==> config.mk <==
export PLATFORM = sky130hd
export DESIGN_NAME = mac_cluster_drain
export DESIGN_NICKNAME = d
export VERILOG_FILES = /design/src/rtl/mac_pkg.sv /design/src/rtl/mac_cluster_drain.sv
export SDC_FILE = /design/constraint.sdc
export NUM_CORES = 1
export LEC_CHECK = 0
export CAP_MARGIN = 40
export CORE_ASPECT_RATIO = 0.8
export CORE_UTILIZATION = 44
export DETAILED_ROUTE_END_ITERATION = 8
export GPL_TIMING_DRIVEN = 0
export HOLD_SLACK_MARGIN = 0.1
export PLACE_DENSITY = 0.87
export SLEW_MARGIN = 0
export SYNTH_ARGS = -nofsm -noshare
export SYNTH_HDL_FRONTEND = slang
export SYNTH_SLANG_ARGS = --single-unit
==> constraint.sdc <==
create_clock -name clk -period 2 [get_ports clk]
set_input_delay 0.6 -clock clk [delete_from_list [all_inputs] [get_ports clk]]
set_output_delay 0.6 -clock clk [all_outputs]
set_load 0.01 [all_outputs]
==> src/rtl/mac_pkg.sv <==
// Shared definitions for the MAC cluster drain path: lane count, index width,
// default accumulator width and the drain FSM state encoding.
package mac_pkg;

  localparam int DEFAULT_ACC_WIDTH = 32;
  localparam int NUM_LANES         = 4;
  localparam int IDX_WIDTH         = $clog2(NUM_LANES);

  typedef enum logic [1:0] {
    IDLE   = 2'd0,
    SETTLE = 2'd1,
    DRAIN  = 2'd2
  } drain_state_e;

endpackage

==> src/rtl/mac_cluster_drain.sv <==
// Snapshots the four MAC accumulators after a settle delay, pulses their clear,
// and serialises the snapshot onto a valid/ready stream while the cluster runs on.
module mac_cluster_drain
  import mac_pkg::*;
#(
  parameter int MAC_ACC_WIDTH = DEFAULT_ACC_WIDTH,
  parameter int SETTLE_CYCLES = 2,
  parameter int CNT_WIDTH     = 4
) (
  input  logic                     clk,
  input  logic                     rst,
  input  logic                     capture,
  input  logic [MAC_ACC_WIDTH-1:0] in0,
  input  logic [MAC_ACC_WIDTH-1:0] in1,
  input  logic [MAC_ACC_WIDTH-1:0] in2,
  input  logic [MAC_ACC_WIDTH-1:0] in3,
  output logic                     acc_clear,
  output logic                     m_valid,
  input  logic                     m_ready,
  output logic [MAC_ACC_WIDTH-1:0] m_data,
  output logic [IDX_WIDTH-1:0]     m_idx,
  output logic                     m_last,
  output logic                     busy,
  output logic                     overrun,
  input  logic                     clr_overrun
);

  localparam logic [CNT_WIDTH-1:0] SETTLE_LOAD =
    (SETTLE_CYCLES > 0) ? CNT_WIDTH'(SETTLE_CYCLES - 1) : '0;
  localparam logic [IDX_WIDTH-1:0] LAST_IDX = IDX_WIDTH'(NUM_LANES - 1);

  drain_state_e             state;
  logic [CNT_WIDTH-1:0]     cnt;
  logic [IDX_WIDTH-1:0]     idx;
  logic [MAC_ACC_WIDTH-1:0] snap [NUM_LANES];
  logic                     snap_now;

  // Zero settle snapshots straight out of IDLE on the capture edge itself.
  always_comb begin
    snap_now = 1'b0;
    if (state == IDLE && capture && SETTLE_CYCLES == 0)
      snap_now = 1'b1;
    else if (state == SETTLE && cnt == '0)
      snap_now = 1'b1;
  end

  always_ff @(posedge clk or negedge rst) begin
    if (!rst) begin
      state     <= IDLE;
      cnt       <= '0;
      idx       <= '0;
      acc_clear <= 1'b0;
      m_valid   <= 1'b0;
      overrun   <= 1'b0;
      for (int unsigned i = 0; i < NUM_LANES; i++)
        snap[i] <= '0;
    end else begin
      acc_clear <= 1'b0;

      // Set has priority over clear on the same edge.
      if (capture && state != IDLE)
        overrun <= 1'b1;
      else if (clr_overrun)
        overrun <= 1'b0;

      if (snap_now) begin
        snap[0]   <= in0;
        snap[1]   <= in1;
        snap[2]   <= in2;
        snap[3]   <= in3;
        acc_clear <= 1'b1;
        m_valid   <= 1'b1;
        idx       <= '0;
        state     <= DRAIN;
      end else begin
        unique case (state)
          IDLE: begin
            if (capture) begin
              cnt   <= SETTLE_LOAD;
              state <= SETTLE;
            end
          end
          SETTLE: cnt <= cnt - 1'b1;
          DRAIN: begin
            if (m_ready) begin
              if (idx == LAST_IDX) begin
                idx     <= '0;
                m_valid <= 1'b0;
                state   <= IDLE;
              end else begin
                idx <= idx + 1'b1;
              end
            end
          end
          default: state <= IDLE;
        endcase
      end
    end
  end

  assign m_data = snap[idx];
  assign m_idx  = idx;
  assign m_last = (idx == LAST_IDX);
  assign busy   = (state != IDLE);

endmodule

==> results of run 1 <==
==> cell families after synthesis <==
logic type | Yosys count | share of synthesized area
flops | 139 | 0.530
simple gates | 18 | 0.0177
compound gates | 12 | 0.0114
mux | 161 | 0.389
fa+ha+maj | 3 | 0.00572
buf+inv | 28 | 0.0462
==> metal layers <==
| metal | wire, um | up-vias | GRT usage |
|---|---|---|---|
| met2 | 7490 | 137 | 0.341 |
| met3 | 849 | 17 | 0.0505 |
| li1 | - | 1737 | - |
| met1 | 6990 | 1971 | 0.289 |
| met4 | 182 | 0 | 0.0704 |
| met5 | 0 | - | 0 |
==> state kept, by name, indices dropped and copies added (netlist names) <==
name / count
m_idx: 2
state: 2
overrun: 1
snap: 128
cnt: 4
m_valid: 1
acc_clear: 1
==> final timing paths <==
kind / startpoint / to / slack (ps) / cells after the start
max: m_idx[0]$_DFFE_PN0P_ / m_data[17] / -380 / 4
min: rst / snap[91]$_DFFE_PN0P_ / 150 / 1
max reg2reg: cnt[1]$_DFFE_PN0P_ / snap[2]$_DFFE_PN0P_ / 70 / 8
min reg2reg: snap[97]$_DFFE_PN0P_ / snap[97]$_DFFE_PN0P_ / 500 / 1
max in group asynchronous: rst / snap[78]$_DFFE_PN0P_ / 1060 / 2
min in group clk: snap[97]$_DFFE_PN0P_ / snap[97]$_DFFE_PN0P_ / 500 / 1
==> layout make-up <==
class / instances / area share
buffer: 22 / 0.0392
clock inverter: 10 / 0.0203
sequential: 139 / 0.369
inverter: 5 / 0.00226
clock buffer: 20 / 0.0485
timing repair buffer: 183 / 0.201
tap: 184 / 0.0244
multi-input combinational: 194 / 0.295
==> critical path, delay by kind of cell, from the launching register on <==
family,cells,cell delay (ps)
buf+inv,3,440
flops,1,390
mux,1,540
==> report_power, final <==
group	leakage [nW]	internal [mW]	switching, mW	total [mW]
logic	2.10	5.45	2.87	8.31
clock network	0.308	2.27	1.18	3.45
registers	1.65	4.27	0.831	5.11
==> cells in the final DEF, fill, tap and decap left out, drive strengths merged, types with 2 or more instances in the layout <==
master         netlist  final
dfrtp              139    139
clkdlybuf4s50        0    134
mux2               129    129
buf                 20     64
mux4                32     32
clkbuf               3     24
nand2                6      6
bufinv               0      5
inv                  5      5
a21oi                3      3
o21ai                3      3
clkinv               0      3
ha                   3      3
nand2b               2      2
o22ai                2      2
nand3b               2      2
nor3                 2      2
clkinvlp             0      2
nor2b                2      2
==> timing repair <==
item,CTS,global route
setup buffers,9,2
gates resized for setup,193,11
pin swaps,0,1
hold endpoints to repair,0,0
setup endpoints to repair,34,133
cloned,3,1
==> reports/metrics.yaml, run 1 <==
run_status:
  status: "finished with violations"
  violations: "DRC, setup timing"
synthesis:
  synth-edff-count: 0
  synth.net_count: 497
  netlist_top_cells_area: "dfrtp_1, mux2_4, mux4_2"
  synthTopCellsByCount: "dfrtp_1, mux2_4, mux4_2, mux2_2, buf_12"
  synth_cell_types: 29
  ys_async_sr_fraction: 1.00
  netlist_instances: 361
  ys_warn_count: 0
  syn_area_sq_um: 6560
  syn_avg_cell_area_sq_um: 18.2
  synthFlopType: "dfrtp_1"
  synth_top_cell_area_share: 0.530
  yosysMostFrequentCell: "dfrtp_1"
  yosysTopAreaCell: "dfrtp_1"
  ys_ff_latch: 139
  yosysSeqAreaShare: 0.530
critical_path:
  cp.arrival_ps: 1780
  critPathKind: "reg -> out"
  crit_path_end_kind: "output pin"
  required_ps: 1400
  start_kind: "flop"
  critPathMaxFanout: 7
  slowest_delay_ps: 540
  crit_top_cell: "buf_12"
  cp_slowest_cell: "mux4_2"
  crit_chain: "buf_12 > buf_12 > mux4_2 > buf_6"
timing:
  finalCritPeriodShare: 1.19
  holdWs_ps: 150
  setup_ws_ps: -382
  relSlewSlack: 0.645
  maxSlewViolCount: 0
  skew_ps: 10.5
  setup_viol: 32
  finalHoldViolCount: 0
  fin_crit_ps: 2380
  worst_slew_pin_slew_ps: 532
  clock.fmax_mhz: 420
  finalSetupTns_ps: -10990
  rsz0062_at_grt: "yes"
floorplan:
  core_sq_um: 14400
  io_pins: 172
  die_y_um: 111
  fp-row-count: 39
  die-area_sq_um: 15400
  start_util: 0.456
  die_x_um: 139
layout:
  nets: 698
  multi_input_area_sq_um: 2780
  layout-drive-gt1-share: 0.468
  regArea_sq_um: 3480
  final_cell_count_no_fill: 757
  final_core_util: 0.655
  syn_to_final_growth_pct: 43.7
  fill_cells: 1002
  design_area_sq_um: 9420
  antenna_cells: 0
placement:
  dp.cells: 717
  pre_cts_slack_ps: -926
  hpwl_um: 10400
  port_buffers: 171
  placed_cell_area_sq_um: 8530
  place_congestion: 0.765
detailed_routing:
  drtPass1Iterations: 8
  vias_per_cell: 5.10
  wl_per_cell_um: 20.5
  drtAntennaViolNets: 0
  drt_iter0_markers: 192
  num_vias: 3862
  drc_errors: 22
  drt_wl_total_um: 15500
global_routing:
  grt_first_pass_wirelength_um: 24700
  grt_pass1_vias: 4460
  overflow: 0
  grt_max_degree: 86
  grt_use_total: 0.214
  grt_antenna_before_repair: 0
pwr:
  peakVddDrop_mv: 0.871
  leakage_nw: 4.06
  powerDensity_nw_per_um2: 1790
  total_power_mw: 16.9
run:
  cap_violations: 0
min_path:
  hold_path.class: "in -> async"
clock_network:
  clock_latency_ps: 410
  cts.sink_count: 139
  numCtsBuffers: 17
  cts_tree: "yes"
  ctsHoldBuffers: 0
  clkTransAtPathRegs_ps: 60
  cts-htree-levels: 4
  clk_path_buf_depth: 2
  root_buffer: "clkbuf_16"
Power figures use the tool's default switching activity.
==> run 2: changes to the inputs <==
CORE_UTILIZATION = 46   (was 44)
CTS_BUF_LIST = sky130_fd_sc_hd__clkbuf_8   (was unset)
PLACE_DENSITY = 0.9   (was 0.87)
==> reports/metrics.yaml, run 2 (synthesis gave the netlist of run 1 again) <==
run_status:
  status: "finished with violations"
  violations: "setup timing"
min_path:
  hold_path.class: "in -> async"
floorplan:
  die_y_um: 109  # -2.2%
  fp-row-count: 38  # -2.6%
  core_sq_um: 13700  # -4.5%
  die-area_sq_um: 14700  # -4.3%
  die_x_um: 136  # -2.2%
  start_util: 0.477  # +0.0217
  io_pins: 172  # unchanged
critical_path:
  critPathKind: "reg -> out"
  path_buf_inv: 4  # +1
  cp.arrival_ps: 1830  # +50 ps
  r2r_slack_ps: 50  # -20 ps
  timing.rr.end: "snap[48]$_DFFE_PN0P_"
  reg2reg_depth: 8  # unchanged
  slowest_delay_ps: 510  # -30 ps
  crit_path_end_kind: "output pin"
  r2r_start: "cnt[0]$_DFFE_PN0P_"
  cp_slowest_cell: "mux4_2"
  critical-path-top-delay-family: "buffers and inverters"
  crit_chain: "buf_6 > buf_12 > buf_12 > mux4_2 > buf_6"
  critPathMaxFanout: 6  # -1
  required_ps: 1400  # about the same
  start_kind: "flop"
timing:
  skew_ps: 9.62  # -0.866 ps
  relSlewSlack: 0.592  # -0.0527
  worst_slew_pin_slew_ps: 611  # +79.1 ps
  finalHoldViolCount: 0  # unchanged
  fin_crit_ps: 2430  # +51.7 ps
  clock.fmax_mhz: 411  # -2.1%
  rsz0062_at_grt: "yes"
  maxSlewViolCount: 0  # unchanged
  finalCritPeriodShare: 1.22  # +0.0258
  setup_viol: 32  # unchanged
  setup_ws_ps: -434  # -51.7 ps
detailed_routing:
  drtPass1Iterations: 4  # -4
  drtAntennaViolNets: 0  # unchanged
  drt_iter0_markers: 139  # -28%
  num_vias: 3979  # +3.0%
  wl_per_cell_um: 20.5  # about the same
  vias_per_cell: 5.28  # +3.6%
  drc_errors: 0  # -100%
  drt_wl_total_um: 15400  # -0.50%
placement:
  dp.cells: 713  # -0.56%
  pre_cts_slack_ps: -832  # +94.5 ps
  hpwl_um: 10400  # +0.56%
  port_buffers: 171  # unchanged
  place_congestion: 0.789  # +3.2%
  placed_cell_area_sq_um: 8520  # about the same
layout:
  syn_to_final_growth_pct: 38.2
  layout-drive-gt1-share: 0.464  # -0.00349
  multi_input_area_sq_um: 2780  # unchanged
  final_cell_count_no_fill: 753  # -0.53%
  largest-register: "snap"
  antenna_cells: 0  # unchanged
  reg_top3: "snap x128, cnt x4"
  regArea_sq_um: 3480  # unchanged
  fill_cells: 926  # -7.6%
  largest_reg_flops: 128  # unchanged
  nets: 699  # +0.14%
  layout_common_cells: "dfrtp_1, clkdlybuf4s50_1, mux2_4"
  design_area_sq_um: 9070  # -3.8%
  final_common_cell: "dfrtp_1"
clock_network:
  clkTransAtPathRegs_ps: 70  # about the same
  cts-htree-levels: 4  # unchanged
  clk_path_buf_depth: 2  # unchanged
  cts_tree: "yes"
  numCtsBuffers: 17  # unchanged
  root_buffer: "clkbuf_8"
  cts.sink_count: 139  # unchanged
  clock_latency_ps: 440  # +30 ps
  ctsHoldBuffers: 0  # unchanged
global_routing:
  grt_first_pass_wirelength_um: 24100  # -2.4%
  grt_antenna_before_repair: 0  # unchanged
  grt_use_total: 0.222  # +0.00843
  overflow: 0  # unchanged
  grt_max_degree: 75  # -13%
  grt_pass1_vias: 4533  # +1.6%
pwr:
  leakage_nw: 3.91  # -3.7%
  peakVddDrop_mv: 0.945  # +8.5%
  total_power_mw: 15.4  # -9.0%
  powerDensity_nw_per_um2: 1690  # -5.4%
run:
  cap_violations: 0  # unchanged
==> run 2: final cells by class <==
type,instances,share of cell area
plain buffers,20,0.0353
repair buffers,186,0.208
inverters,5,0.00235
clock inverters,11,0.0120
flip-flops and latches,139,0.384
clock buffers,18,0.0273
well taps,180,0.0248
multi-input cells,194,0.307
==> run 2: what timing repair did <==
| action | in CTS | in global routing |
|---|---|---|
| setup endpoints to repair | 36 | 138 |
| gates resized for setup | 189 | 10 |
| setup buffers | 12 | 3 |
| pin swaps | 0 | 1 |
| gates cloned | 3 | 1 |
==> run 2: power breakdown <==
group          internal (mW)  leakage, nW  switching [mW]
logic                   5.28         2.08            2.84
clock network           1.10        0.186            1.04
registers               4.27         1.65           0.836
total                   10.6         3.91            4.71
==> run 2: metrics by stage <==
step | utilization | TNS [ps] | hold WS [ps]
final | 0.660 | -12120 | 146
after floorplan | - | -2030 | 304
after detailed placement | 0.620 | -22500 | 490
after global placement | 0.618 | -701980 | 484
after CTS | 0.663 | -14820 | 145
after global routing | 0.660 | -15350 | 174
==> run 2: layer usage <==
metal  share of wire  vias to the layer above  track usage
met5               0                        -            0
met3           0.051                       20       0.0581
li1                -                     1730            -
met1            0.45                     2084        0.286
met4           0.012                        0       0.0762
met2            0.49                      145        0.367
==> run 2: worst max path at each step <==
| stage | startpoint | endpoint | slack (ps) | cells after the start |
|---|---|---|---|---|
| after CTS | m_idx[0]$_DFFE_PN0P_ | m_data[4] | -540 | 6 |
| after detailed placement | m_idx[1]$_DFFE_PN0P_ | m_data[17] | -830 | 4 |
| final | m_idx[0]$_DFFE_PN0P_ | m_data[8] | -430 | 5 |
| after global routing | m_idx[0]$_DFFE_PN0P_ | m_data[7] | -510 | 5 |
| after global placement | rst | snap[11]$_DFFE_PN0P_ | -4900 | 1 |
| after floorplan | m_idx[0]$_DFFE_PN0P_ | m_data[0] | -80 | 3 |
==> run 2: worst register-to-register path: cells and delay by family, from the launching register on <==
| kind | cells | cell delay [ps] |
|---|---|---|
| buffers and inverters | 4 | 520 |
| multiplexers | 1 | 320 |
| AND/OR/NAND/NOR | 2 | 420 |
| flip-flops | 1 | 410 |
| adder cells (fa/ha/maj) | 1 | 170 |
